`src/rtl/mu0_pkg.sv`:
```
// mu0_pkg: shared types and constants for the MU0 phase sequencer.
//   state_t            - sequencer state encoding (3-bit)
//   OP_LDA..OP_STP     - legal MU0 opcodes (IR[15:12]); 8..15 are illegal
//   alu_op_t           - ALU function select driven with acc_load
//   DEFAULT_EXTRA_MASK - opcodes that spend an EXEC2 cycle on the ACC write
//   is_mem_read/alu_for - decode helpers shared by EXEC1 and EXEC2
package mu0_pkg;

    typedef enum logic [2:0] {
        ST_IDLE  = 3'd0,
        ST_FETCH = 3'd1,
        ST_EXEC1 = 3'd2,
        ST_EXEC2 = 3'd3,
        ST_HALT  = 3'd4,
        ST_FAULT = 3'd5
    } state_t;

    localparam logic [3:0] OP_LDA = 4'd0;
    localparam logic [3:0] OP_STO = 4'd1;
    localparam logic [3:0] OP_ADD = 4'd2;
    localparam logic [3:0] OP_SUB = 4'd3;
    localparam logic [3:0] OP_JMP = 4'd4;
    localparam logic [3:0] OP_JGE = 4'd5;
    localparam logic [3:0] OP_JNE = 4'd6;
    localparam logic [3:0] OP_STP = 4'd7;

    // Encoding 2'b11 is reserved and never driven.
    typedef enum logic [1:0] {
        ALU_PASS = 2'b00,
        ALU_ADD  = 2'b01,
        ALU_SUB  = 2'b10
    } alu_op_t;

    localparam logic [15:0] DEFAULT_EXTRA_MASK = 16'h000C;

    // Opcodes that read memory and then write the accumulator.
    function automatic logic is_mem_read(input logic [3:0] op);
        return (op == OP_LDA) || (op == OP_ADD) || (op == OP_SUB);
    endfunction

    // ALU function for the accumulator write of a read-class opcode.
    function automatic alu_op_t alu_for(input logic [3:0] op);
        case (op)
            OP_ADD:  return ALU_ADD;
            OP_SUB:  return ALU_SUB;
            default: return ALU_PASS;
        endcase
    endfunction

endpackage

```
`src/rtl/mu0_phase_sequencer_if.sv`:
```
// mu0_phase_sequencer_if: memory request handshake between the sequencer
// (master) and the memory port (slave).
//   mem_req  - access requested this cycle
//   mem_we   - access is a write (STO)
//   addr_sel - address source: 0 = PC, 1 = IR[11:0]
//   mem_ack  - memory completes the current access this cycle
// Handshake: an access is in flight for every cycle mem_req is high; it
// completes in the cycle mem_req and mem_ack are both high. mem_ack while
// mem_req is low carries no meaning and is ignored.
interface mu0_phase_sequencer_if;
    logic mem_req;
    logic mem_we;
    logic addr_sel;
    logic mem_ack;

    modport master (
        output mem_req,
        output mem_we,
        output addr_sel,
        input  mem_ack
    );

    modport slave (
        input  mem_req,
        input  mem_we,
        input  addr_sel,
        output mem_ack
    );
endinterface

```
`src/rtl/mu0_wait_timer.sv`:
```
// mu0_wait_timer: counts wait cycles of the current memory access.
//   clk, rst_n - clock, asynchronous active-low reset
//   clear      - restart from zero (state change); wins over enable
//   enable     - one more cycle spent waiting for mem_ack
//   expired    - count has reached MAX_WAIT (never asserted if MAX_WAIT == 0)
module mu0_wait_timer #(
    parameter int MAX_WAIT = 15
) (
    input  logic clk,
    input  logic rst_n,
    input  logic clear,
    input  logic enable,
    output logic expired
);

    // Keep at least one bit so MAX_WAIT == 0 still elaborates.
    localparam int W = (MAX_WAIT > 0) ? $clog2(MAX_WAIT + 1) : 1;
    localparam logic [W-1:0] LIMIT = W'(MAX_WAIT);

    logic [W-1:0] count;

    always_ff @(posedge clk or negedge rst_n) begin
        if (!rst_n) begin
            count <= '0;
        end else if (clear) begin
            count <= '0;
        end else if (enable && !expired && (MAX_WAIT > 0)) begin
            // Holds at the limit; the sequencer leaves the state anyway.
            count <= count + 1'b1;
        end
    end

    assign expired = (MAX_WAIT > 0) && (count == LIMIT);

endmodule

```
`src/rtl/mu0_phase_sequencer.sv`:
```
// mu0_phase_sequencer: registered control FSM sequencing the MU0 core
// through FETCH / EXEC1 / EXEC2, with wait states, access timeout, STP halt
// and illegal-opcode fault.
//   clk, rst_n        - clock, asynchronous active-low reset
//   boot              - run enable, sampled at instruction boundaries
//   ir_opcode         - IR[15:12], valid in EXEC1/EXEC2
//   acc_zero, acc_neg - accumulator flags for JNE / JGE
//   mem               - memory handshake (master side)
//   ir_load, pc_inc, pc_load, acc_load, alu_op - datapath strobes
//   fetch, exec1, exec2, halted, fault - Moore state flags
//   state_dbg         - raw state register for observation
module mu0_phase_sequencer
    import mu0_pkg::*;
#(
    parameter int          MAX_WAIT   = 15,
    parameter logic [15:0] EXTRA_MASK = DEFAULT_EXTRA_MASK
) (
    input  logic                  clk,
    input  logic                  rst_n,
    input  logic                  boot,
    input  logic [3:0]            ir_opcode,
    input  logic                  acc_zero,
    input  logic                  acc_neg,
    mu0_phase_sequencer_if.master mem,
    output logic                  ir_load,
    output logic                  pc_inc,
    output logic                  pc_load,
    output logic                  acc_load,
    output logic [1:0]            alu_op,
    output logic                  fetch,
    output logic                  exec1,
    output logic                  exec2,
    output logic                  halted,
    output logic                  fault,
    output state_t                state_dbg
);

    state_t  state;
    state_t  state_next;
    state_t  boundary;
    logic    req;
    logic    we;
    logic    asel;
    alu_op_t alu_sel;
    logic    timed_out;

    always_ff @(posedge clk or negedge rst_n) begin
        if (!rst_n) begin
            state <= ST_IDLE;
        end else begin
            state <= state_next;
        end
    end

    always_comb begin
        state_next = state;
        req        = 1'b0;
        we         = 1'b0;
        asel       = 1'b0;
        ir_load    = 1'b0;
        pc_inc     = 1'b0;
        pc_load    = 1'b0;
        acc_load   = 1'b0;
        alu_sel    = ALU_PASS;
        // Every instruction end goes here: back to FETCH, or park in IDLE
        // when the core has been told to stop.
        boundary   = boot ? ST_FETCH : ST_IDLE;

        case (state)
            ST_IDLE: begin
                if (boot) begin
                    state_next = ST_FETCH;
                end
            end

            ST_FETCH: begin
                req = 1'b1;
                if (mem.mem_ack) begin
                    ir_load    = 1'b1;
                    pc_inc     = 1'b1;
                    state_next = ST_EXEC1;
                end else if (timed_out) begin
                    state_next = ST_FAULT;
                end
            end

            ST_EXEC1: begin
                case (ir_opcode)
                    OP_LDA, OP_ADD, OP_SUB: begin
                        req  = 1'b1;
                        asel = 1'b1;
                        if (mem.mem_ack) begin
                            if (EXTRA_MASK[ir_opcode]) begin
                                // ACC write deferred to EXEC2.
                                state_next = ST_EXEC2;
                            end else begin
                                acc_load   = 1'b1;
                                alu_sel    = alu_for(ir_opcode);
                                state_next = boundary;
                            end
                        end else if (timed_out) begin
                            state_next = ST_FAULT;
                        end
                    end
                    OP_STO: begin
                        req  = 1'b1;
                        we   = 1'b1;
                        asel = 1'b1;
                        if (mem.mem_ack) begin
                            state_next = boundary;
                        end else if (timed_out) begin
                            state_next = ST_FAULT;
                        end
                    end
                    OP_JMP: begin
                        pc_load    = 1'b1;
                        state_next = boundary;
                    end
                    OP_JGE: begin
                        pc_load    = ~acc_neg;
                        state_next = boundary;
                    end
                    OP_JNE: begin
                        pc_load    = ~acc_zero;
                        state_next = boundary;
                    end
                    OP_STP: begin
                        state_next = ST_HALT;
                    end
                    default: begin
                        state_next = ST_FAULT;
                    end
                endcase
            end

            ST_EXEC2: begin
                acc_load   = 1'b1;
                alu_sel    = is_mem_read(ir_opcode) ? alu_for(ir_opcode) : ALU_PASS;
                state_next = boundary;
            end

            ST_HALT: begin
                // Leaving HALT only through boot=0 makes the next run need a
                // fresh 0->1 edge on boot.
                if (!boot) begin
                    state_next = ST_IDLE;
                end
            end

            ST_FAULT: begin
                state_next = ST_FAULT;
            end

            default: begin
                state_next = ST_FAULT;
            end
        endcase
    end

    mu0_wait_timer #(
        .MAX_WAIT (MAX_WAIT)
    ) u_wait_timer (
        .clk     (clk),
        .rst_n   (rst_n),
        .clear   (state_next != state),
        .enable  (req && !mem.mem_ack),
        .expired (timed_out)
    );

    assign mem.mem_req  = req;
    assign mem.mem_we   = we;
    assign mem.addr_sel = asel;
    assign alu_op       = alu_sel;

    assign fetch     = (state == ST_FETCH);
    assign exec1     = (state == ST_EXEC1);
    assign exec2     = (state == ST_EXEC2);
    assign halted    = (state == ST_HALT);
    assign fault     = (state == ST_FAULT);
    assign state_dbg = state;

endmodule
```
`src/flat_wrapper.sv`:
```
// flat-port wrapper written by rule: the top's interface ports become plain ports
module mu0_phase_sequencer_flat import mu0_pkg::*;
#(
    parameter int          MAX_WAIT   = 15,
    parameter logic [15:0] EXTRA_MASK = DEFAULT_EXTRA_MASK
)
  (clk, rst_n, boot, ir_opcode, acc_zero, acc_neg, ir_load, pc_inc, pc_load, acc_load, alu_op, fetch, exec1, exec2, halted, fault, state_dbg, mem_mem_req, mem_mem_we, mem_addr_sel, mem_mem_ack);
  mu0_phase_sequencer_if mem_i ();
  input  logic clk;
  input  logic rst_n;
  input  logic boot;
  input  logic [3:0] ir_opcode;
  input  logic acc_zero;
  input  logic acc_neg;
  output logic ir_load;
  output logic pc_inc;
  output logic pc_load;
  output logic acc_load;
  output logic [1:0] alu_op;
  output logic fetch;
  output logic exec1;
  output logic exec2;
  output logic halted;
  output logic fault;
  output state_t state_dbg;
  output wire logic [$bits(mem_i.mem_req)-1:0] mem_mem_req;
  output wire logic [$bits(mem_i.mem_we)-1:0] mem_mem_we;
  output wire logic [$bits(mem_i.addr_sel)-1:0] mem_addr_sel;
  input wire logic [$bits(mem_i.mem_ack)-1:0] mem_mem_ack;
  assign mem_mem_req = mem_i.mem_req;
  assign mem_mem_we = mem_i.mem_we;
  assign mem_addr_sel = mem_i.addr_sel;
  assign mem_i.mem_ack = mem_mem_ack;
  mu0_phase_sequencer #(.MAX_WAIT(MAX_WAIT), .EXTRA_MASK(EXTRA_MASK)) u_core (.clk(clk), .rst_n(rst_n), .boot(boot), .ir_opcode(ir_opcode), .acc_zero(acc_zero), .acc_neg(acc_neg), .mem(mem_i), .ir_load(ir_load), .pc_inc(pc_inc), .pc_load(pc_load), .acc_load(acc_load), .alu_op(alu_op), .fetch(fetch), .exec1(exec1), .exec2(exec2), .halted(halted), .fault(fault), .state_dbg(state_dbg));
endmodule
```
`config.mk`:
```
export PLATFORM = sky130hd
export DESIGN_NAME = mu0_phase_sequencer_flat
export DESIGN_NICKNAME = d
export VERILOG_FILES = /design/src/rtl/mu0_pkg.sv /design/src/rtl/mu0_phase_sequencer_if.sv /design/src/rtl/mu0_wait_timer.sv /design/src/rtl/mu0_phase_sequencer.sv /design/src/flat_wrapper.sv
export SDC_FILE = /design/constraint.sdc
export NUM_CORES = 1
export LEC_CHECK = 0
export CORE_MARGIN = 5
export CORE_UTILIZATION = 45
export DETAILED_ROUTE_END_ITERATION = 10
export PLACE_DENSITY = 0.94
export SLEW_MARGIN = 10
export SYNTH_ARGS = -nofsm -noshare
export SYNTH_HDL_FRONTEND = slang
export SYNTH_SLANG_ARGS = --single-unit
```
`constraint.sdc`:
```
create_clock -name clk -period 5.5 [get_ports clk]
set_clock_uncertainty 0.1 [all_clocks]
set_input_delay 0.55 -clock clk [delete_from_list [all_inputs] [get_ports clk]]
set_output_delay 0.55 -clock clk [all_outputs]
set_load 0.02 [all_outputs]
```
Yosys cells after proc, flatten, opt, wreduce, memory -nomap -nowiden --
Memories as Yosys holds them, arrays and structs flattened. Cells that the tools add are included.
Storage, ports and cells: register bits 7, latch bits 0, bits in writable memories 0, bits in read-only memories 16, input port bits 10, output and inout port bits 17, word-level logic and storage cells 65, memories 1
Memory list:
- (no name shown) | depth 16, width 1, read ports 1, clocked after memory_dff 0, wr ports 0, RTL line mu0_phase_sequencer.sv:93 | if (EXTRA_MASK[ir_opcode]) begin
Operators by class: add/subtract/negate cells 1, $mul 0, divide/modulo/power cells 0, order comparisons 1, eq/ne operators 14, shift-type cells 0, mux-type cells 32, bitwise logic cells 2, reductions and logical operators 12
Operator list (count):
- two-way mux 3 bit | 7
- equality test 4 x 3 -> 1 bit (second input constant) | 4
- case mux 3 bit (5 select lines) | 1
- two-way mux 1 bit | 12
- case mux 3 bit (4 select lines) | 1
- equality test 4 x 2 -> 1 bit (second input constant) | 2
- two-way mux 2 bit | 4
- two-way mux 4 bit | 2
- case mux 2 bit (2 select lines) | 2
- equality test 3 x 2 -> 1 bit (second input constant) | 2
- equality test 3 bit (second input constant) | 2
- OR reduction 3 bit | 2
- < comparator 4 x 5 -> 1 bit (second input constant) | 1
- adder 4 x 1 -> 4 bit (second input constant) | 1
- equality test 4 x 1 -> 1 bit (second input constant) | 1
- equality test 4 bit (second input constant) | 1
- logical NOT 4 bit | 1
- case mux 1 bit (2 select lines) | 2
- OR reduction 4 bit | 1
- equality test 3 x 1 -> 1 bit (second input constant) | 1
- logical NOT 3 bit | 1
- inequality test 3 bit | 1
- case mux 1 bit (3 select lines) | 1
- logical AND 1 bit | 2
- other kinds (4) | 7

Depth between registers and ports, before layout --
depth in word-level cells 8, depth in mapped cells 6, gate-level depth less buffers 6

By module --
A second synthesis with hierarchy kept.
Unflattened totals: cells, all modules 87, area total of the unflattened synthesis 699.4 sq um
By module, submodules not included:
- mu0_phase_sequencer | times used 1, cells each 67, area an instance 470.5 sq um, seq. area each 75.1 sq um
- mu0_wait_timer | times used 1, cells each 20, area an instance 229.0 sq um, seq. area each 100.1 sq um

Least setup slack after synthesis --
No wires, ideal clock.
kind register -> output, start point register u_core.state[1] (netlist: u_core.state_dbg[1]), end point output acc_load, arrival time 1.931 ns, data required time 4.850 ns, slack 2.919 ns, stages on the path, launching flop included 5, buffers on the path 0, path through dfrtp_1 -> nor3b_1 -> nand2_1 -> inv_1 -> a41o_1
On the way: longest elaborated chain between the ends 2, elaborated cells on any way between the ends 3, classes of those cells eq/ne: 2; mux: 1
RTL lines:
- start, declared | RTL line mu0_phase_sequencer.sv:38 | state_t state;
- start signal, assigned | RTL line mu0_phase_sequencer.sv:51 | state <= state_next;
- equality test 3 x 2 -> 1 bit
- named net exec1 | RTL line flat_wrapper.sv:21 | output logic exec1;
- case mux 1 bit (2 select lines) | RTL line mu0_phase_sequencer.sv:69 | case (state)
- end, declared | RTL line flat_wrapper.sv:18 | output logic acc_load;
The timed path passes the listed nets, and every way through them passes these cells.

Worst setup path in the final report --
start point input ir_opcode[3], end point output mem_mem_req
On the way: longest elaborated chain between the ends 4, elaborated cells on any way between the ends 7, classes of those cells eq/ne: 3; mux: 2; reduce/logical: 2
RTL lines:
- start, declared | RTL line flat_wrapper.sv:12 | input logic [3:0] ir_opcode;
- equality test 4 x 1 -> 1 bit, or another cell as far along | RTL line mu0_phase_sequencer.sv:88 | case (ir_opcode)
- OR reduction 4 bit (no line) (*)
- two-way mux 1 bit (*) | RTL line mu0_phase_sequencer.sv:88
- case mux 1 bit (2 select lines) (*) | RTL line mu0_phase_sequencer.sv:69
- end, declared | RTL line flat_wrapper.sv:26 | output wire logic [$bits(mem_i.mem_req)-1:0] mem_mem_req;
Every way passes the cells marked *; elsewhere a longest branch is shown, timed or not.

==> results.sh <==
export IMPL_status="complete, no violations"
export IMPL_yosysTopAreaCell="dfrtp_1"
export IMPL_syn_nets=98
export IMPL_clkTransAtPathRegs_ns=0.05
export IMPL_portBuffers=26
export IMPL_clock_root_buffer="clkbuf_4"
export IMPL_finalCritPeriodShare_pct=57.4
export IMPL_setup_worst_path_end_class="output port"
export IMPL_ant_nets=0
export IMPL_stdcell_count=128
export IMPL_detail_route_first_pass_iterations=4
export IMPL_synth_adder_area_share_pct=1.90
export IMPL_final_cell_mix="clkdlybuf4s50_1 (26), nor3_1 (9), nor2_1 (9), nand2_1 (9), dfrtp_1 (7)"
export IMPL_synth_compound_area_share_pct=22.7
export IMPL_grt_pass1_wl_um=2870
export IMPL_synth_top_family_by_area="simple AND/OR/NAND/NOR gates"
export IMPL_finalWirelength_um=1780
export IMPL_hold_buffers=0
export IMPL_arrival_ns=2.51
export IMPL_drv_cap=0
export IMPL_final_util_pct=70.6
export IMPL_grt_pass1_vias=702
export IMPL_hold_path_class="input port to async pin"
export IMPL_grt_overflow_total=0
export IMPL_period_needed_ns=3.16
export IMPL_globalplace_congestion=0.800
export IMPL_core_um2=1330
export IMPL_io_pin_count=27
export IMPL_grt_total_usage_pct=17.4
export IMPL_required_ns=4.85
export IMPL_final_hold_viol_count=0
export IMPL_synth_top_area_share_pct=26.7
export IMPL_synth_cell_type_count=36
export IMPL_avgSynthCellArea_um2=7.55
export IMPL_synth_simple_area_share_pct=38.5
export IMPL_placed_cells=124
export IMPL_clock_sinks=7
export IMPL_via_per_inst=5.99
export IMPL_syn2layout_area_growth_pct=43.4
export IMPL_power_density_nw_per_um2=385
export IMPL_ir_worst_vdd_mv=0.283
export IMPL_p_leak_nw=0.388
export IMPL_ys_ff_latch=7
export IMPL_clock_latency_ns=0.25
export IMPL_wl_per_cell_um=13.9
export IMPL_max_freq_mhz=317
export IMPL_cts_resized=0
export IMPL_slew_headroom_pct=62.8
export IMPL_grt_max_degree=19
export IMPL_drc=0
export IMPL_drive_above_1_share_pct=5.31
export IMPL_rows=13
export IMPL_yosysWarnings=0
export IMPL_critPathKind="input port to output port"
export IMPL_drt_iter0_drc=11
export IMPL_cts_setup_buffers=0
export IMPL_setup_viol=0
export IMPL_netlist_area_um2=657
export IMPL_cts_tree="yes"
export IMPL_critPathMaxFanout=5
export IMPL_antenna_found_initial=0
export IMPL_fin_setup_tns_ns=0
export IMPL_pre_cts_ws_ns=2.36
export IMPL_cts_buffers=3
export IMPL_die_w_um=48.2
export IMPL_synth_xor_area_share_pct=1.33
export IMPL_layout_commonest_cell="clkdlybuf4s50_1"
export IMPL_place_hpwl_um=1430
export IMPL_h_tree_depth=1
export IMPL_diodes=0
export IMPL_rsz0062_at_grt="no"
export IMPL_startpoint_type="input port"
export IMPL_start_util_pct=49.2
export IMPL_die_y_um=48.2
export IMPL_dieArea_um2=2320
export IMPL_holdWs_ns=0.453
export IMPL_synthMuxAreaShare_pct=3.05
export IMPL_report_final_slew_viol_count=0
export IMPL_tightest_slew_ns=0.552
export IMPL_synth_top_cells_by_area="dfrtp_1 (27%), nor3_1 (6.9%), nand2_1 (5.1%), nor2_1 (5.1%), nand2b_1 (4.8%)"
export IMPL_worst_slack_ns=2.34
export IMPL_syn_inst=87
export IMPL_nets=125
export IMPL_dr_total_vias=767
export IMPL_ys_seq_area_share_pct=26.7
export IMPL_cts_buffer_depth=2
export IMPL_fillCellCount=119
## path summary, 6_finish.rpt
| path | startpoint | endpoint | slack (ns) | cells past startpoint |
|---|---|---|---|---|
| max in group asynchronous | rst_n | u_core.state_dbg[1] | 4.62 | 1 |
| min in group clk | u_core.u_wait_timer.count[0] | u_core.u_wait_timer.count[0] | 0.52 | 2 |
| min | rst_n | u_core.u_wait_timer.count[2] | 0.45 | 1 |
| min reg2reg | u_core.u_wait_timer.count[0] | u_core.u_wait_timer.count[0] | 0.52 | 2 |
| max reg2reg | u_core.state_dbg[1] | u_core.u_wait_timer.count[2] | 3.28 | 5 |
| max | ir_opcode[3] | mem_mem_req | 2.34 | 4 |
## Yosys cell counts
cell type and count:
a41o_1 1, nand3_1 2, clkbuf_1 2, a31oi_1 1, nor2_1 9, nor2b_1 2, inv_1 5, o2111ai_1 1
nor4_1 1, nand4_1 1, o32a_1 1, a2bb2oi_1 1, buf_2 1, nor3b_1 3, a221oi_1 1, o211ai_1 1
nand2b_1 5, a211oi_1 1, o22ai_1 1, nor3_2 1, dfrtp_1 7, and2_1 2, mux2i_1 2, a211oi_4 1
o21ai_0 4, and3_1 1, xor2_1 1, o31ai_1 1, nor3_1 9, and4_1 1, a21boi_0 1, ha_1 1
a21oi_1 4, or4b_4 1, nand2_1 9, buf_4 1
## critical path: stages
cell and delay (ns):
clkdlybuf4s50_1 0.49, or4b_4 0.59, a21oi_1 0.22, clkdlybuf4s50_1 0.65
## sequential cells by signal, summed over array words and instances, names as in the netlist
register                   cells
u_core.state_dbg               3
u_core.u_wait_timer.count      4
## metal layers
metal,wire length (um),track usage [%],share of wire [%]
met5,0,0,0
met4,18,8.60,1.0
met3,157,1.85,8.8
met2,912,32.8,51
met1,694,18.9,39
## where the power goes
part           switching, mW  internal [mW]  leakage, nW
sequential            0.0349         0.0622       0.0943
clock                 0.0173         0.0276       0.0150
combinational          0.118          0.103        0.278
total                  0.170          0.193        0.388
## final cells by class
cell class	instances	area [um^2]	area share, %
multi-input combinational	71	443	47.0
timing repair buffer	26	260	27.6
sequential	7	175	18.6
clock buffer	4	26.3	2.79
inverter	5	18.8	1.99
tap	15	18.8	1.99
## logic make-up after synthesis
logic type,after synthesis
xor+xnor,1
mux,2
simple gates,47
fa+ha+maj,1
flops,7
buf+inv,9
compound gates,20
## stage by stage
stage	total power, mW	instance area [um^2]
global placement	0.313	916
CTS	0.365	942
detailed placement	0.319	916
floorplan	0.231	657
finish	0.363	942
global route	0.390	942
No activity file was read; power rests on OpenSTA's default activity.
